File: src/rtl/count_seq_checker_sat_counter.sv
// Saturating up-counter with synchronous clear (clear beats increment).
// One cycle from inc/clr to q; no backpressure, holds at all-ones.
module sat_counter #(
  parameter int W = 16
) (
  input  logic         clk,
  input  logic         rst,
  input  logic         inc,
  input  logic         clr,
  output logic [W-1:0] q
);

  always_ff @(posedge clk or posedge rst) begin
    if (rst) begin
      q <= '0;
    end else if (clr) begin
      q <= '0;
    end else if (inc && (q != '1)) begin
      q <= q + W'(1);
    end
  end

endmodule

File: config.mk
export PLATFORM = sky130hd
export DESIGN_NAME = sat_counter
export DESIGN_NICKNAME = d
export VERILOG_FILES = /design/src/rtl/count_seq_checker_sat_counter.sv
export SDC_FILE = /design/constraint.sdc
export NUM_CORES = 1
export LEC_CHECK = 0
export CAP_MARGIN = 40
export CORE_MARGIN = 10
export CORE_UTILIZATION = 40
export CTS_BUF_LIST = sky130_fd_sc_hd__clkbuf_4
export CTS_CLUSTER_DIAMETER = 40
export DETAILED_ROUTE_END_ITERATION = 8
export HOLD_SLACK_MARGIN = 0.08
export PLACE_DENSITY = 0.64
export REMOVE_ABC_BUFFERS = 1
export SKIP_CTS_REPAIR_TIMING = 1
export SYNTH_ARGS = -nofsm -noshare
export SYNTH_HDL_FRONTEND = slang
export SYNTH_SLANG_ARGS = --single-unit
File: constraint.sdc
create_clock -name clk -period 3 [get_ports clk]
set_clock_uncertainty 0.05 [all_clocks]
set_input_delay 0.6 -clock clk [delete_from_list [all_inputs] [get_ports clk]]
set_output_delay 0.6 -clock clk [all_outputs]
set_load 0.005 [all_outputs]
After elaboration in Yosys (flattened, before gate mapping)

Index checks and enable logic that the tools add are counted.

Flip-flop bits (word level): 16
Latch bits: 0
Memory bits (writable): 0
Memory bits (read-only): 0
Input port bits: 4
Output and inout bits: 16
Logic and storage cells: 7
Memories kept: 0

Add/sub/neg operators: 1
Multiply operators: 0
Div/mod/pow operators: 0
Magnitude comparators: 0
Equal/unequal tests: 1
Shifts and indexed selects: 0
Multiplexer cells: 2
Bitwise logic cells: 0
Reductions and logical operators: 2

Operators by type and width:

| operator                | number |
|---|---|
| $mux W16                | 2 |
| $add A16 B1 Y16 const B | 1 |
| $ne A16 B16 Y1 const B  | 1 |
| $reduce_bool A2 Y1      | 1 |
| $logic_and A1 B1 Y1     | 1 |

Depth between registers and ports, before layout

Depth after elaboration: 4
Depth in mapped cells: 6
Depth with buffers taken out: 5

Worst setup path before layout

OpenSTA, ideal clock, no wires.

Path kind: in2reg
Start point: input inc
End point: register q[13]
Setup time: 0.078 ns
Data arrival time: 1.884 ns
Required time: 2.872 ns
Path slack: 0.989 ns
Cell stages on the path: 5
Path buffers: 1
Cells stage by stage: clkbuf_2 > nand3_1 > or4_4 > or4_1 > a21oi_1

Word-level cells in the longest chain between the ends: 2

RTL lines:

| element                      | RTL line | source |
|---|---|---|
| from (decl)                  | 8        | `input logic inc,` |
| $logic_and A1 B1 Y1          | 18       | `end else if (inc && (q != '1)) begin` |
| $reduce_bool A2 Y1 (no line) | -        |  |
| to (signal assigned)         | 19       | `q <= q + W'(1);` |
| to (decl)                    | 10       | `output logic [W-1:0] q` |

No other way between the ends.
A chain may end at the register's enable or synchronous reset.

Worst setup path in the final report

Ends and elaborated chain as after synthesis.

==> tab_implementation.tex <==
\begin{tabular}{lr}
\hline
Metric & Value \\
\hline
\multicolumn{2}{l}{\textbf{Place}} \\
\quad Gp weighted congestion & slightly above 0.8 \\
\quad Post-detailed-placement half-perimeter wirelength & 1691 um \\
\quad Count of input and output buffers & 19 \\
\quad Place WS & 0.5501 ns \\
\multicolumn{2}{l}{\textbf{Logic synthesis}} \\
\quad Count of cell types in the netlist & 29 \\
\quad Library cell occupying the most area in the post-synthesis netlist & dfrtp\_1 \\
\quad Average instance area after synthesis & 9.229 um2 \\
\quad Leading post-synthesis cells by cell area & dfrtp\_1, a21oi\_1, or4\_1 \\
\quad Area share of the leading cell type in the synthesized netlist & 0.4295 \\
\quad Flip-flop and latch count after synthesis & 16 \\
\quad Post-Syn Instances & 101 \\
\quad Synthesized cell area & roughly 930 um2 \\
\quad Sequential element share of the synthesized area & 0.4295 \\
\quad Number of synthesis warnings & 0 \\
\multicolumn{2}{l}{\textbf{Clock tree}} \\
\quad CTS Root Cell & clkbuf\_4 \\
\quad Sink Count & 16 \\
\quad Deepest clock path buffer count & 2 \\
\quad Clock latency on the worst-skew pair & between 0.2 and 0.3 ns \\
\quad Inserted Clock Buffers & 3 \\
\quad TritonCTS clock tree & done \\
\quad H-Tree Depth & 1 \\
\quad Clock slew at reported path FFs & around 0.1 ns \\
\multicolumn{2}{l}{\textbf{Die}} \\
\quad Initial core utilization & 0.4214 \\
\quad Die width & 68.28 um \\
\quad Floorplan die area & 4661 um2 \\
\quad Core area & 2212 um2 \\
\quad Cell row count & 17 \\
\quad Floorplan die height & 68.28 um \\
\quad Io pins & 20 \\
\multicolumn{2}{l}{\textbf{Layout}} \\
\quad Most common library cell in the layout ignoring fill and taps & clkdlybuf4s50\_1 \\
\quad Share of layout cells above drive strength 1 & 0.08264 \\
\quad Final \#Nets & 127 \\
\quad Area delta synth->final & 25.10\% \\
\quad Number of flip-flops under the largest register name & 16 \\
\quad Final antenna diode count & 0 \\
\quad Largest registers & q: 16 flops \\
\quad FILL cells & 222 \\
\quad Largest register by flop count & q \\
\quad Commonest non-fill, non-tap cells in the layout & clkdlybuf4s50\_1, dfrtp\_1, a21oi\_1, nand3\_1 \\
\multicolumn{2}{l}{\textbf{Drt}} \\
\quad Iter 0 DRT Violations & 36 \\
\quad Via count of the routed design & 880 \\
\quad DRT antenna net count & 0 \\
\quad Total iterations of the first detailed-routing run & 4 \\
\quad DRC violations left & 0 \\
\quad Drt via density & just under 6 \\
\quad Final routed wirelength across all metal layers & 2339 um \\
\quad Average wire per standard cell & 15.70 um \\
\multicolumn{2}{l}{\textbf{STA}} \\
\quad Period Utilization, post-route & 0.7122 \\
\quad Shortest clock period the worst path allows after layout & between 2 and 2.5 ns \\
\quad Final worst-path setup slack & 0.8633 ns \\
\quad Final setup violation count & 0 \\
\quad Worst hold slack & 0.5258 ns \\
\quad Slew headroom & 0.5302 \\
\quad Final Hold Violating Endpoints & 0 \\
\quad Maximum clock rate & 468.0 MHz \\
\quad Final number of max-transition violations & 0 \\
\quad Unrepaired setup endpoints after global routing & false \\
\quad Measured slew at the worst slew-check pin & roughly 0.70 ns \\
\quad Sum Neg Setup Slack & 0 ns \\
\multicolumn{2}{l}{\textbf{Critical path}} \\
\quad Setup Crit Path Kind & in -> reg \\
\quad CP Max Fanout & 6 \\
\quad WP buf/inv & 1 \\
\quad Crit-path slowest cell & or4\_4 \\
\quad Slowest cell delay on critical path & approximately 0.49 ns \\
\quad Crit end category & flop \\
\quad CP required & 3.16 ns \\
\quad Type of element launching the critical path & input port \\
\quad Family with the most delay on the worst path & simple AND/OR/NAND/NOR gates \\
\quad Crit path cell chain & clkdlybuf4s50\_1, nand3\_1, or4\_4, or4\_1, a21oi\_1 \\
\quad Critical path arrival & about 2.3 ns \\
\multicolumn{2}{l}{\textbf{GRT}} \\
\quad Via count of the first global-routing pass & 860 \\
\quad Maximum number of pins on one net before global-route repair & 20 \\
\quad Wire length of the first global-routing pass & 3926 um \\
\quad Number of antenna violations at the first check in global routing & 0 \\
\quad Overflow after GRT & 0 \\
\quad Overall global routing resource usage & 0.1068 \\
\multicolumn{2}{l}{\textbf{Power and ir drop}} \\
\quad Total power & 0.3715 mW \\
\quad Total leakage power & 0.4114 nW \\
\quad IR Drop Worst-Case VDD & $\sim$0.22 mV \\
\quad Power per cell area & 318.6 nW/um2 \\
\multicolumn{2}{l}{\textbf{Run}} \\
\quad Number of violations of the max-capacitance limit & 0 \\
\multicolumn{2}{l}{\textbf{Status}} \\
\quad Status & finished clean \\
\multicolumn{2}{l}{\textbf{Min path}} \\
\quad Worst min-delay path category & reg -> reg \\
\hline
\end{tabular}
-- routing by layer --
metal	wire, um	global-route usage	up-vias	part of all wire
met3	209	0.03915	2	0.089
li1	-	-	433	-
met5	0	0	-	0
met1	1005	0.1242	418	0.43
met2	1109	0.1767	27	0.47
met4	14	0.03769	0	0.0060
-- cell families (layout without fill, tap and decap cells) --
| logic type | after synthesis | count (layout) | share of synthesized area |
|---|---|---|---|
| AOI/OAI and AO/OA | 25 | 25 | 0.1571 |
| adders and majority gates | 1 | 1 | 0.01342 |
| buffers and inverters | 7 | 27 | 0.03892 |
| DFF | 16 | 16 | 0.4295 |
| muxes | 3 | 3 | 0.03490 |
| and+or+nand+nor | 49 | 49 | 0.3262 |
-- path summary, 6_finish.rpt --
path                                   startpoint                 to  slack, ns  cells after the start
max in group asynchronous                     rst   q[1]$_DFFE_PP0P_       1.86                      2
min in group asynchronous                     rst  q[14]$_DFFE_PP0P_       0.63                      2
worst min-delay path            q[14]$_DFFE_PP0P_  q[14]$_DFFE_PP0P_       0.53                      2
worst max-delay path                          inc  q[13]$_DFFE_PP0P_       0.86                      5
worst max register to register   q[0]$_DFFE_PP0P_   q[0]$_DFFE_PP0P_       0.91                      5
worst min register to register  q[14]$_DFFE_PP0P_  q[14]$_DFFE_PP0P_       0.53                      2
-- worst min-delay path: stages (launching register included) --
cell and delay [ns]:
dfrtp_1 0.41, o41ai_1 0.07, a21oi_1 0.06
-- metrics by stage --
stage	utilization	cells	area [um2]
after floorplan	-	97	907.1
after global placement	0.5153	145	1140
after detailed placement	0.5153	145	1140
after CTS	0.5271	149	1166
after global routing	0.5271	149	1166
final	0.5271	149	1166
-- cell usage after synthesis, drive strengths merged --
cell type,instances
a21oi,12
a31oi,1
and4,1
buf,1
clkbuf,2
dfrtp,16
dlygate4sd1,1
ha,1
inv,3
mux2,2
mux2i,1
nand2,6
nand2b,2
nand3,7
nand4,5
nor2,3
nor2b,3
nor3,4
nor4,3
o21ai,5
o31ai,5
o41ai,2
or3,7
or4,8
-- final cells by class --
| type | count | area [um2] | area share |
|---|---|---|---|
| Multi-Input combinational cell | 78 | 495.5 | 0.4249 |
| Sequential cell | 16 | 400.4 | 0.3433 |
| Timing Repair Buffer | 20 | 197.7 | 0.1695 |
| Tap cell | 28 | 35.03 | 0.03004 |
| Clock buffer | 3 | 22.52 | 0.01931 |
| Inverter | 3 | 11.26 | 0.009657 |
| Clock inverter | 1 | 3.754 | 0.003219 |
-- power breakdown --
group          switching [mW]  internal (mW)  leakage [nW]  total (mW)
Sequential            0.00377          0.218         0.222       0.222
Combinational          0.0161         0.0138         0.174      0.0299
Clock                  0.0713         0.0484        0.0154       0.120
Power figures use the tool's default switching activity.
